`config.mk`:
```
export PLATFORM = sky130hd
export DESIGN_NAME = move_ser
export DESIGN_NICKNAME = d
export VERILOG_FILES = /design/src/rtl/move_ser.sv
export SDC_FILE = /design/constraint.sdc
export NUM_CORES = 1
export LEC_CHECK = 0
export BUFFER_PORTS_ARGS = -buffer_cell sky130_fd_sc_hd__buf_2
export CAP_MARGIN = 20
export CELL_PAD_IN_SITES_DETAIL_PLACEMENT = 2
export CELL_PAD_IN_SITES_GLOBAL_PLACEMENT = 2
export CORE_AREA = 2 2 94 96
export CTS_CLUSTER_SIZE = 24
export DETAILED_ROUTE_END_ITERATION = 12
export DIE_AREA = 0 0 96 98
export GPL_ROUTABILITY_DRIVEN = 0
export PLACE_DENSITY_LB_ADDON = 0.1
export SKIP_CTS_REPAIR_TIMING = 1
export SLEW_MARGIN = 15
export SYNTH_ARGS = -nofsm -noshare
export SYNTH_HDL_FRONTEND = slang
export SYNTH_SLANG_ARGS = --single-unit
export TNS_END_PERCENT = 100
```
`constraint.sdc`:
```
create_clock -name clock -period 2.38 [get_ports clock]
set_input_delay 0.119 -clock clock [delete_from_list [all_inputs] [get_ports clock]]
set_output_delay 0.119 -clock clock [all_outputs]
set_load 0.05 [all_outputs]
```
`src/rtl/move_ser.sv`:
```
// move_ser: transmit-side frame serializer for the inter-board link.
// Captures {opcode, payload} on a valid/ready handshake and shifts it out MSB
// first as a gated link clock/data pair derived from the system clock.
// The receiver samples data_out on the rising edge of clock_out.
// Optional feature: define MOVE_SER_PARITY_EN to append an even-parity bit
// (XOR of all 16 frame bits) after payload bit 0, giving 17 link bits.
module move_ser #(
    parameter int CLK_DIV    = 4,  // system cycles per link-clock half-period
    parameter int GAP_CYCLES = 8   // idle cycles between frames
) (
    input  logic        clock,
    input  logic        reset,
    input  logic        tx_valid,
    input  logic [3:0]  tx_opcode,
    input  logic [11:0] tx_payload,
    output logic        tx_ready,
    output logic        data_out,
    output logic        clock_out,
    output logic        busy,
    output logic        done
);

`ifdef MOVE_SER_PARITY_EN
    localparam int NBITS = 17;
`else
    localparam int NBITS = 16;
`endif

    localparam logic [15:0] DIV_LAST = 16'(CLK_DIV - 1);
    localparam logic [15:0] GAP_LAST = 16'(GAP_CYCLES - 1);
    localparam logic [4:0]  BIT_LAST = 5'(NBITS - 1);

    typedef enum logic [1:0] {
        IDLE  = 2'd0,
        SHIFT = 2'd1,
        GAP   = 2'd2
    } state_e;

    state_e      state_q, state_d;
    logic [15:0] div_q, div_d;      // half-period divider
    logic [4:0]  bit_q, bit_d;      // index of the bit on the wire
    logic [15:0] gap_q, gap_d;      // inter-frame gap counter
    logic [15:0] shreg_q, shreg_d;  // remaining bits, next one at [15]
    logic        high_q, high_d;    // 1 while in the high phase of a bit
    logic        data_q, data_d;
    logic        clk_q, clk_d;
    logic        done_q, done_d;

    logic [15:0] frame;
    logic        fill_bit;

    assign frame = {tx_opcode, tx_payload};

    // The bit shifted in behind the frame ends up on the wire as bit 16,
    // which is exactly where the parity bit belongs.
`ifdef MOVE_SER_PARITY_EN
    assign fill_bit = ^frame;
`else
    assign fill_bit = 1'b0;
`endif

    // Next-state and output logic for the IDLE/SHIFT/GAP sequencer.
    always_comb begin
        // NOTE: every signal gets a default before the case so no path can leave one unassigned and infer a latch.
        state_d = state_q;
        div_d   = div_q;
        bit_d   = bit_q;
        gap_d   = gap_q;
        shreg_d = shreg_q;
        high_d  = high_q;
        data_d  = data_q;
        clk_d   = clk_q;
        done_d  = 1'b0;

        case (state_q)
            IDLE: begin
                clk_d  = 1'b0;
                data_d = 1'b0;
                if (tx_valid) begin
                    state_d = SHIFT;
                    data_d  = frame[15];
                    shreg_d = {frame[14:0], fill_bit};
                    div_d   = '0;
                    bit_d   = '0;
                    high_d  = 1'b0;
                end
            end

            SHIFT: begin
                if (div_q == DIV_LAST) begin
                    div_d = '0;
                    if (!high_q) begin
                        high_d = 1'b1;
                        clk_d  = 1'b1;
                    end else begin
                        high_d = 1'b0;
                        clk_d  = 1'b0;
                        if (bit_q == BIT_LAST) begin
                            state_d = GAP;
                            data_d  = 1'b0;
                            gap_d   = '0;
                        end else begin
                            // Data only moves at the start of a low phase.
                            bit_d   = bit_q + 5'd1;
                            data_d  = shreg_q[15];
                            shreg_d = {shreg_q[14:0], 1'b0};
                        end
                    end
                end else begin
                    div_d = div_q + 16'd1;
                end
            end

            GAP: begin
                clk_d  = 1'b0;
                data_d = 1'b0;
                if (gap_q == GAP_LAST) begin
                    state_d = IDLE;
                    done_d  = 1'b1;
                end else begin
                    gap_d = gap_q + 16'd1;
                end
            end

            default: begin
                state_d = IDLE;
                clk_d   = 1'b0;
                data_d  = 1'b0;
            end
        endcase
    end

    // State register with synchronous reset; a partial frame is dropped.
    always_ff @(posedge clock) begin
        // NOTE: sequential state uses non-blocking assignments so every register samples pre-edge values.
        if (reset) begin
            state_q <= IDLE;
            div_q   <= '0;
            bit_q   <= '0;
            gap_q   <= '0;
            shreg_q <= '0;
            high_q  <= 1'b0;
            data_q  <= 1'b0;
            clk_q   <= 1'b0;
            done_q  <= 1'b0;
        end else begin
            state_q <= state_d;
            div_q   <= div_d;
            bit_q   <= bit_d;
            gap_q   <= gap_d;
            shreg_q <= shreg_d;
            high_q  <= high_d;
            data_q  <= data_d;
            clk_q   <= clk_d;
            done_q  <= done_d;
        end
    end

    assign tx_ready  = (state_q == IDLE);
    assign busy      = (state_q != IDLE);
    assign data_out  = data_q;
    assign clock_out = clk_q;
    assign done      = done_q;

endmodule

```
Yosys cells after proc, flatten, opt, wreduce, memory -nomap -nowiden
Cells that the tools add are included.
- add/subtract/negate cells: 3
- equal/unequal tests: 12
- muxes and demuxes: 34
- bitwise operators: 2
- reduce and logical (&&, ||, !) cells: 12
- operators by type and width (kind ; count):
    16-bit two-way mux ; 10
    16-bit case mux with 2 select lines ; 3
    16-bit by 1-bit adder with 16-bit output, second input constant ; 2
    5-bit two-way mux ; 4
    16-bit by 2-bit == test with 1-bit output, second input constant ; 1
    16-bit by 3-bit == test with 1-bit output, second input constant ; 1
    5-bit AND reduction ; 3
    2-bit != test, second input constant ; 7
    2-bit two-way mux ; 5
    5-bit case mux with 2 select lines ; 1
    1-bit two-way mux ; 8
    2-bit case mux with 3 select lines ; 1
    2-bit nonzero test ; 3
    5-bit by 1-bit adder with 5-bit output, second input constant ; 1
    5-bit by 4-bit == test with 1-bit output, second input constant ; 1
    1-bit case mux with 2 select lines ; 2
    2-bit AND reduction ; 2
    2-bit OR reduction ; 2
    3-bit AND reduction ; 1
    2-bit by 1-bit == test with 1-bit output, second input constant ; 1
    2-bit == test, second input constant ; 1
    2-bit zero test ; 1
    1-bit inverter ; 2
- register bits: 59
- input bits: 19
- output and inout bits: 5
- logic and storage cells: 72

Longest topological paths before layout
Gate-level depths: netlist of run 1.
- word-level depth: 5
- gate-level depth with buffers: 8
- mapped depth without buffers: 8

Worst setup path before layout of run 1
No wires, ideal clock.
- path type: reg2reg
- start point: register state_q[1]
- end point: register bit_q[3]
- setup time: 114 ps
- data arrival time: 1822 ps
- required time: 2266 ps
- slack: 445 ps
- stages on the path, launching flop included: 7
- buffers on the path: 2
- period minus slack after synthesis: 1935 ps
- path through: dfxtp_1 > buf_2 > nor2_1 > a32o_2 > buf_6 > a21oi_1 > a21o_1
- cells in the longest elaborated chain, start to end: 3
- elaborated cells on any way between the ends: 9
- those cells by class: 5 x eq/ne; 1 x mux; 3 x reduce/logical
- RTL lines (item ; RTL line ; text):
    start, declared ; 39 ; state_e state_q, state_d;
    start signal, assigned ; 147 ; state_q <= state_d;
    2-bit zero test * ; n/a ;
    named net tx_ready ; 16 ; output logic tx_ready,
    2-bit != test (no line) / 2-bit nonzero test (equally long branches) ; n/a ;
    5-bit AND reduction (no line) ; n/a ;
    end signal, assigned ; 149 ; bit_q <= bit_d;
    end, declared ; 41 ; logic [4:0] bit_q, bit_d;
Mark *: on every way through the listed nets, which the timed path passes. The rest lies on a longest branch.
A chain may end at the register's enable or synchronous reset.

Worst setup path after layout of run 1
- start point: register div_q[0]
- end point: register shreg_q[4]
- cells in the longest elaborated chain, start to end: 3
- RTL lines (item ; RTL line ; text):
    start, declared ; 40 ; logic [15:0] div_q, div_d;
    start signal, assigned ; 148 ; div_q <= div_d;
    16-bit by 2-bit == test with 1-bit output ; 90 ; if (div_q == DIV_LAST) begin
    2-bit != test (no line) ; n/a ;
    5-bit AND reduction (no line) ; n/a ;
    end signal, assigned ; 151 ; shreg_q <= shreg_d;
    end, declared ; 43 ; logic [15:0] shreg_q, shreg_d;
Every way passes these cells.

==> flow_summary_export.csv, run 1 <==
group,metric,value,unit
outcome,outcome,"finished, final reports clean",
power,intPower,1500,uW
route,drtIter0Drc,56,
global_route,grt_max_degree,31,
sta,rsz0062_at_grt,"false",
global_route,grt_pass1_vias,2954,
logic_synthesis,synth-edff-count,0,
power,swShare,26.5,%
clock_network,numCtsBuffers,9,
layout,final_area,3320,sq um
floorplan,die_w,96,microns
power,p_leak,0.00125,uW
global_route,antenna_found_initial,0,
setup_path,critPathLaunchType,"flip-flop",
job,drv_cap,0,
power,seq_power_share,49.9,%
power,powerDensity,613,nW/um^2
logic_synthesis,synth-async-reset-ratio,0,%
floorplan,fp.dieH,98,microns
floorplan,io-pin-count,24,
hold_path,hold_path.class,"input pin to flip-flop",
sta,tightest_slew,0.637,ns
logic_synthesis,avgSynthCellArea,8.55,sq um
layout,drive_above_1_share,16.3,%
setup_path,arrival,2.36,ns
clock_network,cts_tree,"yes",
floorplan,row_count,34,
logic_synthesis,synth_seq_cells,58,
sta,hold_viol,0,
power,pwr-share-clk,40.9,%
route,drcViolationCount,0,
power,p_comb_share,9.2,%
layout,fillCellCount,978,
route,vias_per_cell,5.65,
layout,n_antenna_cell,0,
power,ir_drop,0.243,mV
sta,fin_tns_setup,0,ns
global_route,grt_overflow,0,
setup_path,critPathKind,"flip-flop to flip-flop",
setup_path,critPathCaptureType,"flip-flop",
floorplan,core_area,8470,sq um
clock_network,numClockSinks,58,
sta,fin_skew,0.0142,ns
layout,area_growth,13.2,%
sta,finalCriticalPeriod,2.11,ns
logic_synthesis,synth_ff_type,"dfxtp_1",
layout,nets,388,
clock_network,clk_pin_slew_worst_paths,0.08,ns
place,port_buffers,23,
clock_network,root_buffer,"clkbuf_8",
logic_synthesis,syn-num-nets,366,
layout,regArea,1160,sq um
route,dr.pass1.iters,4,
route,routedWlPerCell,17.5,microns
layout,final_common_cell,"dfxtp_1",
route,vias,2693,
floorplan,die_area,9410,sq um
global_route,grt_usage,19.6,%
route,routed_wl,8.37,mm
clock_network,htree_levels,3,
layout,multi_input_area,1640,sq um
logic_synthesis,synth_cell_type_count,56,
floorplan,initial_utilization,34.6,%
layout,layout_common_cells,"dfxtp_1 (58), nor2_1 (51), o21ai_0 (27), buf_2 (23), a21oi_1 (17)",
sta,max-slew-margin-rel,57.4,%
sta,max_freq,474,MHz
sta,setup_viol,0,
setup_path,path_max_fanout,30,
place,placed_area,3150,sq um
sta,maxSlewViolCount,0,
power,p_sw,540,uW
clock_network,clkLatencyLatePin,0.34,ns
global_route,grt_first_pass_wirelength,14.6,mm
place,hpwl,5.87,mm
route,drt.antenna.violating_nets,0,
logic_synthesis,syn_area,2930,sq um
logic_synthesis,yosysSeqAreaShare,39.6,%
sta,timing.final.crit_share,88.6,%
logic_synthesis,postSynthCellCount,343,
setup_path,worstPathRequired,2.63,ns
logic_synthesis,yosys_warnings,0,
clock_network,clk_path_buf_depth,2,
==> per-stage QoR <==
| stage | util, % | setup WS, ns | cells | power [uW] | hold WS, ns |
|---|---|---|---|---|---|
| 4_1_cts | 39.2 | 0.222 | 477 | 2070 | 0.105 |
| 5_1_grt | 39.2 | 0.0683 | 477 | 2140 | 0.135 |
| 2_1_floorplan | - | 0.445 | 343 | 1160 | 0.296 |
| 3_3_place_gp | 37.2 | 0.401 | 462 | 1220 | 0.461 |
| 3_5_place_dp | 37.2 | 0.271 | 462 | 1230 | 0.465 |
| 6_report | 39.2 | 0.270 | 477 | 2040 | 0.112 |
==> area by class of cell <==
| class | count | area share, % |
|---|---|---|
| clock buffers | 12 | 4.67 |
| clock inverters | 3 | 0.452 |
| inverters | 6 | 0.678 |
| multi-input cells | 258 | 49.3 |
| flip-flops and latches | 58 | 35.0 |
| well taps | 108 | 4.07 |
| repair buffers | 32 | 5.88 |
==> power groups by stage <==
stage	combinational (uW)	clock, uW	sequential (uW)
2_1_floorplan	132	0	1030
3_3_place_gp	184	0	1040
3_5_place_dp	189	0	1040
4_1_cts	191	866	1020
5_1_grt	211	908	1020
6_report	187	832	1020
==> cell usage after synthesis, drive strengths merged (2+ instances only) <==
library cell,instances,area share [%]
xor2,3,0.90
nor4,4,1.1
nand2,16,2.0
nor4b,3,0.90
a211oi,14,4.1
a21oi,17,2.9
ha,4,1.7
clkbuf,12,1.6
a21o,3,0.77
nor3,9,1.9
inv,6,0.77
and3,5,1.1
a32o,2,0.73
and4,5,1.5
or2,2,0.43
a311oi,5,1.7
nor2,51,6.5
nand4b,2,0.60
a31oi,11,2.3
nand4,14,3.5
xnor2,4,1.2
nand3b,2,0.51
and2,2,0.43
nand3,10,1.7
mux2i,14,4.8
a22oi,2,0.51
o21bai,2,0.51
o21ai,27,4.6
nor2b,3,0.64
dfxtp,58,40
o31ai,3,0.77
or3,3,0.64
nand2b,4,0.85
buf,9,2.3
==> final timing paths <==
check                      from          to  slack (ns)  cells after the start
setup / recovery       div_q[0]  shreg_q[4]        0.27                      7
setup reg to reg       div_q[0]  shreg_q[4]        0.27                      7
hold / removal    tx_payload[7]  shreg_q[8]        0.11                      3
hold reg to reg        data_out    data_out        0.48                      2
==> per-layer routing <==
metal / share of wire, % / GRT usage, % / vias up
met5: 0 / 0 / -
met4: 1.3 / 6.81 / 0
met3: 2.0 / 3.63 / 5
met2: 49 / 31.1 / 30
met1: 48 / 26.5 / 1347
li1: - / - / 1311
==> kinds of logic after synthesis <==
family,Yosys count,share of synthesized area [%]
flip-flops,58,39.6
AND/OR/NAND/NOR,139,25.6
buffers and inverters,27,4.61
AO/OA/AOI/OAI,93,21.2
XOR/XNOR,7,2.09
adder cells (fa/ha/maj),4,1.71
multiplexers,15,5.16
==> sequential cells by signal (all words and copies together), names as in the netlist <==
signal	cells
div_q	16
high_q	1
data_out	1
bit_q	5
done	1
clock_out	1
gap_q	16
shreg_q	15
state_q	2
==> worst max-delay path, stage by stage, from the launching register on <==
cell,delay (ns)
dfxtp_1,0.38
ha_1,0.18
nor4b_1,0.33
and4_2,0.38
a32o_2,0.26
buf_12,0.19
nor2_1,0.05
a211oi_1,0.24
Note: power is estimated with default switching activity, not from simulation.
==> run 2, diff against run 1 <==
- clock period: 2.38 -> 2.2 ns (I/O delays scaled with it)
==> flow_summary_export.csv, run 2 (synthesis gave the netlist of run 1 again) <==
group,metric,value,unit
layout,top_regs,"div_q: 16 flops, gap_q: 16 flops, shreg_q: 15 flops",
route,drcViolationCount,0,
setup_path,ff2ff_path_depth,6,
job,drv_cap,0,
global_route,grt_pass1_vias,2893,
global_route,grt_max_degree,29,
layout,final_area,3450,sq um
setup_path,worstPathRequired,2.46,ns
layout,drive_above_1_share,20.0,%
route,drtIter0Drc,59,
global_route,grt_usage,19.7,%
setup_path,rr_startpoint,"div_q[13]",
global_route,met1_usage,25.8,%
clock_network,root_buffer,"clkbuf_8",
setup_path,path_max_fanout,28,
layout,final_common_cell,"dfxtp_1",
global_route,use_met2,31.9,%
global_route,met3_usage,4.86,%
layout,layout_common_cells,"dfxtp_1 (58), nor2_1 (51), o21ai_0 (27), buf_2 (23), buf_4 (18)",
clock_network,numCtsBuffers,9,
setup_path,path_delay_family,"simple AND/OR/NAND/NOR gates",
layout,fillCellCount,977,
place,place_inst,472,
clock_network,clk_path_buf_depth,2,
floorplan,core_area,8470,sq um
sta,maxSlewViolCount,0,
layout,n_antenna_cell,0,
power,p_leak,0.00130,uW
power,p_comb_share,9.1,%
floorplan,initial_utilization,34.6,%
sta,fin_tns_setup,0,ns
sta,holdWs,0.104,ns
global_route,antenna_found_initial,0,
power,ir_drop,0.324,mV
clock_network,clkLatencyLatePin,0.34,ns
route,vias_per_cell,5.64,
layout,area_growth,17.7,%
setup_path,crit_buf_inv,1,
setup_path,crit_path_start,"div_q[13]",
sta,max-slew-margin-rel,66.2,%
power,seq_power_share,47.9,%
setup_path,critPathKind,"flip-flop to flip-flop",
power,pwr-share-clk,43.1,%
sta,max_freq,494,MHz
layout,fin_cells,488,
outcome,outcome,"finished, final reports clean",
route,routedWlPerCell,17.5,microns
place,port_buffers,23,
power,powerDensity,666,nW/um^2
place,hpwl,6.02,mm
route,drt.antenna.violating_nets,0,
floorplan,die_w,96,microns
clock_network,cts_tree,"yes",
floorplan,io-pin-count,24,
place,placed_area,3220,sq um
global_route,grt_overflow,0,
global_route,grt_first_pass_wirelength,14.5,mm
setup_path,crit_cells,6,
setup_path,crit_slowest_cell,"nor4_1",
floorplan,die_area,9410,sq um
layout,post-route-util,40.7,%
setup_path,critPathLaunchType,"flip-flop",
global_route,busiest_layer,"met2",
power,swShare,26.8,%
hold_path,hp-start,"tx_payload[11]",
setup_path,slowest_delay,0.47,ns
hold_path,whs_path_depth,3,
sta,finalCriticalPeriod,2.03,ns
power,p_sw,616,uW
floorplan,fp.dieH,98,microns
route,dr.pass1.iters,4,
route,vias,2750,
sta,timing.final.crit_share,92.1,%
sta,fin_skew,0.00695,ns
power,intPower,1680,uW
hold_path,hold_path.class,"input pin to flip-flop",
setup_path,crit_chain,"nor4_1 -> and4_2 -> a32o_2 -> buf_12 -> nor2_1 -> a211oi_1",
clock_network,numClockSinks,58,
route,routed_wl,8.54,mm
floorplan,row_count,34,
setup_path,arrival,2.28,ns
sta,rsz0062_at_grt,"false",
setup_path,critPathCaptureType,"flip-flop",
clock_network,clk_pin_slew_worst_paths,0.07,ns
sta,hold_viol,0,
sta,tightest_slew,0.503,ns
clock_network,htree_levels,3,
layout,nets,398,
sta,setup_viol,0,
[run 2: changes by cell type in the layout (fill, tap and decap cells not counted), sizes merged]
cell      change
bufinv        +1
clkbuf        -3
clkinv        -1
buf          +10
clkinvlp      +4
[run 2: layer usage]
layer	vias to the layer above	part of all wire, %
li1	1345	-
met1	1367	48
met2	27	48
met3	11	2.8
met4	0	1.1
met5	-	0
[run 2: stage by stage]
step	total power [uW]	setup WS, ns
floorplan	1260	0.265
global placement	1320	0.0841
detailed placement	1330	0.0641
CTS	2330	0.0437
global route	2410	0.0255
finish	2300	0.175
[run 2: final cells by class]
cell class	count	area (sq um)	area share, %
multi-input combinational	258	1670	48.3
clock inverter	7	70.1	2.03
sequential	58	1160	33.7
tap	108	135	3.92
inverter	6	22.5	0.653
clock buffer	9	124	3.59
timing repair buffer	42	270	7.83
[run 2: worst register-to-register path: stages (launching register included)]
cell	delay, ns
dfxtp_1	0.36
nor4_1	0.47
and4_2	0.37
a32o_2	0.27
buf_12	0.20
nor2_1	0.06
a211oi_1	0.21
[run 2: final timing paths]
check | endpoint | slack, ns
hold reg to reg | data_out | 0.48
hold / removal | shreg_q[12] | 0.10
setup reg to reg | shreg_q[10] | 0.17
setup / recovery | shreg_q[10] | 0.17
[run 2: power by group through the flow]
| stage | logic, uW | clock network, uW | registers, uW |
|---|---|---|---|
| floorplan | 143 | 0 | 1120 |
| global placement | 204 | 0 | 1120 |
| detailed placement | 210 | 0 | 1120 |
| CTS | 212 | 1020 | 1100 |
| global route | 233 | 1070 | 1100 |
| finish | 208 | 989 | 1100 |
